`src/rtl/calc_sequencer.sv`:
```
// Calculator key sequencer: collects two operands and an operator from key presses,
// launches one ALU operation, and reports the result or an error state.
module calc_sequencer #(
  parameter int N       = 8,
  parameter int TIMEOUT = 16
) (
  input  logic         clk,
  input  logic         reset,
  input  logic         key_trig,
  input  logic [3:0]   key_value,
  input  logic [N-1:0] operand_in,
  input  logic         operand_valid,
  output logic         iu_clear,
  output logic [N-1:0] op_a,
  output logic [N-1:0] op_b,
  output logic [1:0]   alu_op,
  output logic         alu_start,
  input  logic         alu_done,
  input  logic [N-1:0] alu_result,
  input  logic         alu_ovf,
  output logic [N-1:0] result,
  output logic         result_valid,
  output logic         error,
  output logic [2:0]   state
);

  localparam logic [2:0] S_ENTER_A = 3'd0;
  localparam logic [2:0] S_ENTER_B = 3'd1;
  localparam logic [2:0] S_EXEC    = 3'd2;
  localparam logic [2:0] S_WAIT    = 3'd3;
  localparam logic [2:0] S_SHOW    = 3'd4;
  localparam logic [2:0] S_ERR     = 3'd5;

  localparam logic [1:0] OP_DIV = 2'd3;

  localparam int CW = (TIMEOUT > 1) ? $clog2(TIMEOUT) : 1;
  localparam logic [CW-1:0] CNT_LAST = CW'(TIMEOUT - 1);

  logic [2:0]   r_state;
  logic [N-1:0] r_op_a;
  logic [N-1:0] r_op_b;
  logic [N-1:0] r_result;
  logic [1:0]   r_alu_op;
  logic         r_alu_start;
  logic         r_iu_clear;
  logic [CW-1:0] r_cnt;

  logic         w_digit;
  logic         w_oper;
  logic         w_equals;
  logic         w_clear;
  logic [3:0]   w_code_full;
  logic [1:0]   w_op_code;
  logic         w_div_by_zero;

  assign w_digit     = key_trig && (key_value <= 4'd9);
  assign w_oper      = key_trig && (key_value >= 4'd10) && (key_value <= 4'd13);
  assign w_clear     = key_trig && (key_value == 4'd14);
  assign w_equals    = key_trig && (key_value == 4'd15);
  assign w_code_full = key_value - 4'd10;
  assign w_op_code   = w_code_full[1:0];
  assign w_div_by_zero = (r_alu_op == OP_DIV) && (operand_in == '0);

  // ALU handshake: alu_start is a single-cycle pulse, high exactly while in EXEC;
  // alu_done is a single-cycle pulse that carries alu_result/alu_ovf and is only
  // honoured in WAIT, so late or stray completions are dropped.
  always_ff @(posedge clk) begin
    if (!reset) begin
      r_state     <= S_ENTER_A;
      r_op_a      <= '0;
      r_op_b      <= '0;
      r_result    <= '0;
      r_alu_op    <= 2'd0;
      r_alu_start <= 1'b0;
      r_iu_clear  <= 1'b0;
      r_cnt       <= '0;
    end else begin
      r_alu_start <= 1'b0;
      r_iu_clear  <= 1'b0;
      // Clear wins over everything, including a completion or timeout in WAIT.
      if (w_clear) begin
        r_iu_clear <= 1'b1;
        r_state    <= S_ENTER_A;
      end else begin
        case (r_state)
          S_ENTER_A: begin
            if (w_oper) begin
              if (operand_valid) begin
                r_op_a     <= operand_in;
                r_alu_op   <= w_op_code;
                r_iu_clear <= 1'b1;
                r_state    <= S_ENTER_B;
              end else begin
                r_state <= S_ERR;
              end
            end
          end
          S_ENTER_B: begin
            if (w_oper) begin
              r_alu_op <= w_op_code;
            end else if (w_equals) begin
              if (!operand_valid || w_div_by_zero) begin
                r_state <= S_ERR;
              end else begin
                r_op_b      <= operand_in;
                r_alu_start <= 1'b1;
                r_state     <= S_EXEC;
              end
            end
          end
          S_EXEC: begin
            r_cnt   <= '0;
            r_state <= S_WAIT;
          end
          S_WAIT: begin
            if (alu_done) begin
              r_result <= alu_result;
              r_state  <= alu_ovf ? S_ERR : S_SHOW;
            end else if (r_cnt == CNT_LAST) begin
              r_state <= S_ERR;
            end else begin
              r_cnt <= r_cnt + 1'b1;
            end
          end
          S_SHOW: begin
            if (w_digit) begin
              r_iu_clear <= 1'b1;
              r_state    <= S_ENTER_A;
            end else if (w_oper) begin
              r_op_a     <= r_result;
              r_alu_op   <= w_op_code;
              r_iu_clear <= 1'b1;
              r_state    <= S_ENTER_B;
            end
          end
          S_ERR: begin
            r_state <= S_ERR;
          end
          default: begin
            r_state <= S_ENTER_A;
          end
        endcase
      end
    end
  end

  assign state        = r_state;
  assign op_a         = r_op_a;
  assign op_b         = r_op_b;
  assign result       = r_result;
  assign alu_op       = r_alu_op;
  assign alu_start    = r_alu_start;
  assign iu_clear     = r_iu_clear;
  assign result_valid = (r_state == S_SHOW);
  assign error        = (r_state == S_ERR);

endmodule

```
`config.mk`:
```
export PLATFORM = sky130hd
export DESIGN_NAME = calc_sequencer
export DESIGN_NICKNAME = d
export VERILOG_FILES = /design/src/rtl/calc_sequencer.sv
export SDC_FILE = /design/constraint.sdc
export NUM_CORES = 1
export LEC_CHECK = 0
export ABC_AREA = 1
export CAP_MARGIN = 30
export CORE_ASPECT_RATIO = 1.1
export CORE_UTILIZATION = 50
export CTS_CLUSTER_DIAMETER = 80
export DETAILED_ROUTE_END_ITERATION = 8
export GPL_ROUTABILITY_DRIVEN = 0
export PLACE_DENSITY = 0.95
export SETUP_SLACK_MARGIN = 0.4
export SLEW_MARGIN = 20
export SYNTH_ARGS = -nofsm -noshare
export SYNTH_HDL_FRONTEND = slang
export SYNTH_SLANG_ARGS = --single-unit
```
`constraint.sdc`:
```
create_clock -name clk -period 2.1 [get_ports clk]
set_input_delay 0.42 -clock clk [delete_from_list [all_inputs] [get_ports clk]]
set_output_delay 0.42 -clock clk [all_outputs]
set_load 0.005 [all_outputs]
```
==> run_results.csv, run 1 <==
group,metric,value,unit
synth,yosysSeqAreaShare,37.9,%
setup_path,path_class,"flip-flop to output port",
cts,path_clk_slew,0.11,ns
cts,htreeDepth,2,
setup_path,path_max_fanout,5,
global_routing,grt_pass1_vias,1808,
route,final_antenna_net_count,0,
setup_path,crit_required,1.68,ns
timing,finalClockSkew,0.00876,ns
synth,synth_cell_types,30,
finish,syn_to_final_growth,44.6,%
pwr,seqPwrFrac,39.3,%
cts,numCtsBuffers,5,
run_status,status,"complete, no violations",
cts,cts_hold_buffers,0,
pwr,p_leak,0.00123,uW
floorplan,die_x,60.0,um
synth,yosys.area.top_type,"dfxtp_1",
synth,synth_area,1850,um^2
floorplan,start_util,53.8,%
timing,setup_viol,0,
placement,dpl.hpwl,3540,um
synth,synthFlopType,"dfxtp_1",
run,maxCapViolCount,0,
floorplan,coreArea,3440,um^2
timing,whs,0.488,ns
synth,synth_edf_count,0,
synth,synth_seq_cells,35,
pwr,powerDensity,738,nW/um^2
cts,clock-root-buffer,"clkbuf_4",
route,dr_total_vias,2023,
global_routing,grt_pass1_wl,7820,um
finish,nNetsFinal,369,
pwr,clkPwrFrac,26.0,%
timing,rsz0062_at_grt,"yes",
synth,synth_nets,300,
timing,hold_viol,0,
floorplan,fp.dieH,65.8,um
timing,fin_crit_sh,79.9,%
route,drtPass1Iterations,4,
finish,drive_gt1_share,16.3,%
pwr,switchingPower,659,uW
timing,fmax,596,MHz
finish,n_fill_cell,227,
cts,cts.sinks,35,
setup_path,critPathLaunchType,"flip-flop",
route,wl_per_cell,13.2,um
global_routing,grt-ovfl-total,0,
setup_path,worst-path-buf-inv,1,
synth,synth_common_cells,"nand2_1 (65), nor2_1 (56), dfxtp_1 (35), inv_1 (29), o21ai_0 (18)",
pwr,combPwrFrac,34.7,%
cts,cts_tree,"done",
synth,avgSynthCellArea,6.78,um^2
setup_path,crit_chain,"clkdlybuf4s50_1",
synth,synth.most_common_cell,"nand2_1",
placement,port_buffers,58,
setup_path,cp_data_arrival_time,1.26,ns
route,drc,0,
floorplan,fp.dieArea,3950,um^2
timing,period_minus_slack,1.68,ns
setup_path,crit_family,"buffers and inverters",
global_routing,antenna_found_initial,0,
synth,syn_inst,273,
timing,fin_setup_tns,0,ns
route,wirelength,5150,um
synth,yosysWarnings,0,
global_routing,grt_usage,26.5,%
cts,cts_buffer_depth,2,
setup_path,worst_path_max_delay_cell,"clkdlybuf4s50_1",
timing,slew_violations,0,
setup_path,setup.worst_path.end_class,"output port",
finish,diodes,0,
floorplan,boundaryPins,59,
min_path,hold_path.class,"flip-flop to flip-flop",
setup_path,critPathMaxStageDelay,0.51,ns
pwr,swShare,33.4,%
timing,worstMarginPinSlew,0.393,ns
timing,relSlewSlack,73.7,%
floorplan,fp-row-count,22,
pwr,ir_worst_vdd,0.569,mV
pwr,p_int,1310,uW
synth,async_reset_ff_share,0,%
synth,synth_top_area_share,37.9,%
route,drt-initial-drc-count,104,
route,viasPerCell,5.17,
pwr,total_power,1970,uW
global_routing,grt_max_degree,31,
cts,insertion_delay,0.35,ns
synth,synth_area_leaders,"dfxtp_1 (38%), nand2_1 (13%), nor2_1 (11%)",
worst paths after layout:
path | slack (ns) | end | start | depth (start not counted)
hold reg to reg | 0.49 | result[0] | result[0] | 2
setup / recovery | 0.42 | state[2] | state[2] | 1
setup reg to reg | 0.61 | op_a[3] | state[0] | 9
hold / removal | 0.49 | result[0] | result[0] | 2
cell usage in the layout, fill, tap and decap left out, types with 2 or more instances in the layout:
master	n
clkdlybuf4s50_1	52
nor2_2	3
dfxtp_2	4
clkbuf_4	5
nor2_4	4
nand2_2	2
a21oi_1	13
dlygate4sd2_1	2
nand3_1	10
inv_4	3
buf_4	9
o21ai_1	11
inv_2	6
nand2_1	65
dfxtp_4	3
dlymetal6s2s_1	4
nand2_4	3
nor2_1	56
o21ai_0	14
nand3_2	4
nand4_4	3
inv_1	26
dfxtp_1	28
power by group through the flow:
stage | Combinational, uW | Sequential (uW) | Clock, uW
floorplan | 352 | 777 | 0
global placement | 575 | 777 | 0
detailed placement | 594 | 780 | 0
CTS | 614 | 774 | 520
global route | 749 | 783 | 547
finish | 684 | 776 | 513
sequential cells by signal (all words and copies together) (netlist names):
| name | cells |
|---|---|
| alu_op | 2 |
| alu_start | 1 |
| iu_clear | 1 |
| op_a | 8 |
| op_b | 8 |
| r_cnt | 4 |
| result | 8 |
| state | 3 |
routing by layer:
layer | global-route usage [%] | share of wire [%] | up-vias
met5 | 0 | 0 | -
met4 | 12.2 | 3.2 | 0
met3 | 5.87 | 7.4 | 20
met2 | 46.8 | 51 | 101
met1 | 29.5 | 38 | 907
li1 | - | - | 995
repair_timing:
| item | CTS | global route |
|---|---|---|
| pin swaps | 0 | 2 |
| setup endpoints to repair | 6 | 23 |
| gates resized for setup | 11 | 19 |
| cloned | 0 | 1 |
| setup buffers | 2 | 5 |
logic make-up after synthesis:
group / Yosys count / share of synthesized area [%]
and+or+nand+nor: 155 / 40.5
AOI/OAI and AO/OA: 41 / 11.6
buffers and inverters: 41 / 9.40
DFF: 35 / 37.9
adders and majority gates: 1 / 0.676
final cells by class:
type | instances | area, um^2 | share of cell area (%)
Clock buffer | 6 | 51.3 | 1.92
Clock inverter | 2 | 35.0 | 1.31
Tap cell | 48 | 60.1 | 2.25
Timing Repair Buffer | 67 | 656 | 24.5
Inverter | 35 | 139 | 5.19
Multi-Input combinational cell | 198 | 1020 | 38.0
Sequential cell | 35 | 717 | 26.8
per-stage QoR:
step / cells / setup slack (ns) / area, um^2 / util [%]
after global routing: 391 / 0.393 / 2680 / 77.7
final: 391 / 0.421 / 2680 / 77.7
after CTS: 385 / 0.173 / 2580 / 75.1
after global placement: 375 / 0.153 / 2470 / 71.7
after detailed placement: 375 / 0.0417 / 2470 / 71.7
after floorplan: 273 / 0.773 / 1850 / -
(Power assumes the default switching activity.)
==> run 2, diff against run 1 <==
--- a/config.mk
+++ b/config.mk
@@ -8,11 +8,11 @@
 export ABC_AREA = 1
 export CAP_MARGIN = 30
 export CORE_ASPECT_RATIO = 1.1
-export CORE_UTILIZATION = 50
+export CORE_UTILIZATION = 42
 export CTS_CLUSTER_DIAMETER = 80
 export DETAILED_ROUTE_END_ITERATION = 8
 export GPL_ROUTABILITY_DRIVEN = 0
-export PLACE_DENSITY = 0.95
+export PLACE_DENSITY = 0.87
 export SETUP_SLACK_MARGIN = 0.4
 export SLEW_MARGIN = 20
 export SYNTH_ARGS = -nofsm -noshare
==> constraint.sdc (replaced) <==
create_clock -name clk -period 1.5 [get_ports clk]
set_input_delay 0.3 -clock clk [delete_from_list [all_inputs] [get_ports clk]]
set_output_delay 0.3 -clock clk [all_outputs]
set_load 0.005 [all_outputs]
==> run 2 against run 1 <==
- clock power is 38% higher
- sequential cell count stayed put
- critical path depth is 9 higher
- via count is 18% higher
- combinational power is 110% higher
- design area is 20% higher
- utilization is 0.96 points higher
- non-clock buffer count is 47 higher
==> run_results.csv, run 2 (synthesis results as in run 1) <==
group,metric,value,unit
global_routing,grt_pass1_wl,10800,um
floorplan,die_x,65.3,um
finish,regArea,748,um^2
run,maxCapViolCount,0,
route,wl_per_cell,16.6,um
floorplan,fp.dieH,71.6,um
pwr,ir_worst_vdd,0.832,mV
route,final_antenna_net_count,0,
timing,setup_viol,0,
route,wirelength,7390,um
setup_path,crit_start,"operand_in[6]",
placement,dpl.hpwl,3540,um
timing,slew_violations,0,
global_routing,grt-ovfl-total,0,
finish,syn_to_final_growth,73.7,%
finish,multi_input_area,1240,um^2
setup_path,setup.worst_path.end_class,"flip-flop",
min_path,hold_path.class,"input pin to flip-flop",
global_routing,grt_pass1_vias,2359,
global_routing,grt_usage,30.3,%
route,drc,0,
pwr,p_leak,0.00158,uW
floorplan,boundaryPins,59,
setup_path,regToRegStartpoint,"alu_op[0]",
pwr,seqPwrFrac,33.6,%
pwr,swShare,38.0,%
finish,layout_commonest_cell,"nand2_1",
timing,hold_viol,0,
finish,nNetsFinal,420,
route,viasPerCell,5.37,
setup_path,path_class,"input pin to flip-flop",
cts,cts_tree,"done",
pwr,powerDensity,998,nW/um^2
setup_path,critPathLaunchType,"input pin",
route,dr_total_vias,2396,
setup_path,crit_required,1.68,ns
floorplan,coreArea,4080,um^2
timing,worstMarginPinSlew,0.285,ns
pwr,switchingPower,1220,uW
floorplan,start_util,45.3,%
run_status,status,"complete, no violations",
cts,clock-root-buffer,"clkbuf_8",
pwr,p_int,1990,uW
route,drtPass1Iterations,4,
min_path,holdCritStartpoint,"key_value[1]",
route,top_layer,"met4",
cts,htreeDepth,2,
route,met2_length,3800,um
global_routing,grt_max_degree,31,
finish,fin_area,3210,um^2
cts,numCtsBuffers,5,
route,wl_met3,559,um
cts,cts_buffer_depth,2,
floorplan,fp-row-count,24,
placement,port_buffers,58,
timing,period_minus_slack,1.48,ns
cts,cts_hold_buffers,0,
finish,final_cell_mix,"nand2_1 (54), nor2_1 (50), buf_4 (42)",
timing,finalClockSkew,0.00882,ns
setup_path,path_max_fanout,5,
route,drt-initial-drc-count,196,
pwr,combPwrFrac,44.3,%
finish,diodes,0,
global_routing,antenna_found_initial,0,
pwr,total_power,3210,uW
floorplan,fp.dieArea,4680,um^2
timing,whs,0.466,ns
timing,fmax,676,MHz
cts,path_clk_slew,0.08,ns
cts,insertion_delay,0.29,ns
timing,relSlewSlack,80.9,%
setup_path,cp_data_arrival_time,1.66,ns
pwr,clkPwrFrac,22.0,%
route,wl_met1,2550,um
finish,drive_gt1_share,51.5,%
cts,cts.sinks,35,
finish,n_fill_cell,263,
placement,post_dp_cell_area,2680,um^2
timing,rsz0062_at_grt,"yes",
timing,fin_crit_sh,98.6,%
## run 2: cell type report
cell class                      instances  share of cell area, %
Sequential cell                        35                   23.3
Multi-Input combinational cell        202                   38.7
Clock buffer                            5                   2.14
Tap cell                               52                   2.02
Inverter                               35                   4.94
Clock inverter                          3                  0.584
Timing Repair Buffer                  114                   28.4
## run 2: critical path, cell delays in order
cell	delay, ns
clkdlybuf4s50_1	0.42
nor2_1	0.13
nand2_2	0.09
inv_1	0.12
nand2_4	0.09
buf_4	0.15
nand4_4	0.12
nand2_1	0.10
nand2_1	0.10
nor2_1	0.04
## run 2: power groups by stage
stage | Clock [uW] | Combinational (uW) | Sequential (uW)
final | 707 | 1420 | 1080
after global routing | 741 | 1510 | 1090
after CTS | 696 | 1270 | 1070
after detailed placement | 0 | 913 | 1110
after global placement | 0 | 895 | 1100
after floorplan | 0 | 518 | 1110
## run 2: final timing paths
kind	endpoint	slack (ns)	cells past startpoint
setup / recovery	op_b[0]	0.02	10
hold / removal	alu_op[1]	0.47	5
setup reg to reg	op_b[0]	0.04	11
hold reg to reg	result[2]	0.47	2
## run 2: timing repair
| action | CTS | global route |
|---|---|---|
| buffers inserted | 30 | 5 |
| setup endpoints to repair | 68 | 43 |
| gates cloned | 5 | 0 |
| gates resized for setup | 219 | 32 |
| pin swaps | 28 | 14 |
## run 2: routing by layer
layer,vias to the layer above,global-route usage [%]
li1,1110,-
met1,1083,31.8
met2,153,54.9
met3,50,5.89
met4,0,18.6
met5,-,0
## run 2: stage by stage
stage          worst slack, ns  std cells  TNS (ns)  util (%)
6_report                0.0211        446         0      78.7
5_1_grt                -0.0494        446   -0.0628      78.7
4_1_cts                  0.123        441         0      76.2
3_5_place_dp            -0.334        398     -8.76      65.7
3_3_place_gp            -0.292        398     -7.40      65.7
2_1_floorplan            0.294        273         0         -
==> run 3, diff against run 2 <==
--- a/config.mk
+++ b/config.mk
@@ -8,6 +8,7 @@
 export ABC_AREA = 1
 export CAP_MARGIN = 30
 export CORE_ASPECT_RATIO = 1.1
+export CORE_MARGIN = 2
 export CORE_UTILIZATION = 42
 export CTS_CLUSTER_DIAMETER = 80
 export DETAILED_ROUTE_END_ITERATION = 8
==> run 3 against run 2 <==
- the run now ends with negative setup slack left
- wire length grew 15%
- clock skew is essentially flat
- setup slack lost 0.13 ns
- largest cell class unchanged
- sequential share of layout area shrank 2.0 points
- design area grew 9.3%
- non-clock buffer count grew 10
- largest power group unchanged
==> run_results.csv, run 3 (synthesis results as in run 1) <==
group,metric,value,unit
run_status,status,"complete, but fails checks",
run_status,violations,"negative setup slack",
pwr,powerDensity,1050,nW/um^2
min_path,hold_path.class,"flip-flop to flip-flop",
timing,fin_crit_sh,107,%
floorplan,boundaryPins,59,
min_path,hold_path_end,"result[4]",
global_routing,grt_max_degree,31,
floorplan,fp-row-count,25,
setup_path,reg2reg_to,"state[1]",
setup_path,path_max_fanout,6,
cts,numCtsBuffers,5,
setup_path,reg2reg_slack,-0.10,ns
route,drtPass1Iterations,5,
setup_path,setup.worst_path.end_class,"flip-flop",
timing,finalClockSkew,0.00852,ns
finish,utilization,82.6,%
min_path,holdCritStartpoint,"result[4]",
timing,slew_violations,0,
min_path,min_path_cells,2,
finish,diodes,0,
timing,hold_viol,0,
placement,port_buffers,58,
setup_path,regToRegStartpoint,"state[0]",
finish,regArea,748,um^2
setup_path,reg2reg_depth,11,
route,viasPerCell,5.48,
timing,rsz0062_at_grt,"yes",
pwr,ir_worst_vdd,0.843,mV
timing,timing.final.ws_setup,-0.104,ns
route,drc,0,
cts,cts_hold_buffers,0,
route,drt-initial-drc-count,229,
setup_path,cp_data_arrival_time,1.83,ns
cts,clock-root-buffer,"clkbuf_8",
cts,path_clk_slew,0.08,ns
timing,worstMarginPinSlew,0.334,ns
cts,cts_tree,"done",
pwr,total_power,3700,uW
route,dr_total_vias,2505,
pwr,p_leak,0.00164,uW
cts,cts_buffer_depth,2,
timing,setup_viol,9,
floorplan,die_x,67.3,um
floorplan,coreArea,4250,um^2
finish,n_fill_cell,228,
route,final_antenna_net_count,0,
cts,insertion_delay,0.30,ns
timing,fmax,623,MHz
finish,drive_gt1_share,59.3,%
global_routing,grt_pass1_vias,2447,
finish,finalNonFillerCells,457,
global_routing,grt_pass1_wl,11700,um
floorplan,fp.dieArea,4950,um^2
global_routing,grt_usage,31.7,%
cts,htreeDepth,2,
setup_path,path_class,"flip-flop to flip-flop",
placement,pre_cts_slack,-0.367,ns
placement,dpl.hpwl,3810,um
cts,cts.sinks,35,
finish,syn_to_final_growth,89.8,%
setup_path,crit_required,1.73,ns
placement,place_inst,400,
global_routing,antenna_found_initial,0,
run,maxCapViolCount,0,
route,wl_per_cell,18.7,um
global_routing,grt-ovfl-total,0,
floorplan,start_util,43.5,%
timing,period_minus_slack,1.60,ns
finish,layout_commonest_cell,"nand2_1",
finish,nNetsFinal,429,
finish,multi_input_area,1390,um^2
route,wirelength,8530,um
floorplan,fp.dieH,73.6,um
timing,fin_setup_tns,-0.360,ns
finish,final_cell_mix,"nand2_1 (49), buf_4 (44), nor2_1 (40)",
timing,relSlewSlack,77.6,%
setup_path,critPathLaunchType,"flip-flop",
==> run 3: per-stage QoR <==
stage / hold WS, ns / area, um^2
6_report: 0.497 / 3510
5_1_grt: 0.509 / 3510
4_1_cts: 0.471 / 3290
2_1_floorplan: 0.435 / 1910
3_5_place_dp: 0.468 / 2690
3_3_place_gp: 0.464 / 2690
==> run 3: repair_timing <==
action	4_1_cts	5_1_grt
buffers inserted	34	11
pin swaps	36	30
gates cloned	4	0
resized for setup	251	50
endpoints found under the hold margin	0	0
endpoints found under the setup margin	68	43
==> run 3: routing by layer <==
| layer | wire length (um) | up-vias | global-route usage, % |
|---|---|---|---|
| li1 | - | 1121 | - |
| met1 | 3020 | 1155 | 34.5 |
| met2 | 4420 | 180 | 58.0 |
| met3 | 581 | 49 | 5.05 |
| met4 | 512 | 0 | 16.3 |
| met5 | 0 | - | 0 |
==> run 3: critical path, cell delays in order, from the launching register on <==
cell	delay [ns]
dfxtp_4	0.35
buf_6	0.13
buf_6	0.13
inv_8	0.06
nor3_4	0.04
buf_12	0.13
buf_4	0.15
nand2_4	0.08
nand2_2	0.08
nor2_4	0.12
nand2_1	0.11
a21oi_2	0.14
==> run 3: worst max path at each step <==
| stage | depth (start not counted) | slack, ns | startpoint | endpoint |
|---|---|---|---|---|
| 2_1_floorplan | 7 | 0.29 | state[2] | result[3] |
| 3_3_place_gp | 10 | -0.30 | key_value[3] | alu_op[0] |
| 3_5_place_dp | 10 | -0.37 | key_value[3] | alu_op[1] |
| 4_1_cts | 10 | 0.008 | state[0] | op_a[0] |
| 5_1_grt | 9 | -0.14 | state[1] | op_a[2] |
| 6_report | 11 | -0.10 | state[0] | state[1] |
==> run 3: power by group <==
part           internal (uW)  total [uW]  switching (uW)  leakage (uW)
registers               1020        1070            56.1      0.000300
logic                    806        1740             938       0.00128
clock network            495         881             385     0.0000581
total                   2320        3700            1380       0.00164
==> run 3: final cells by class <==
type,instances,share of cell area [%]
Clock buffer,5,1.96
Clock inverter,3,1.25
Inverter,35,4.67
Multi-Input combinational cell,201,39.7
Sequential cell,35,21.3
Tap cell,54,1.92
Timing Repair Buffer,124,29.2
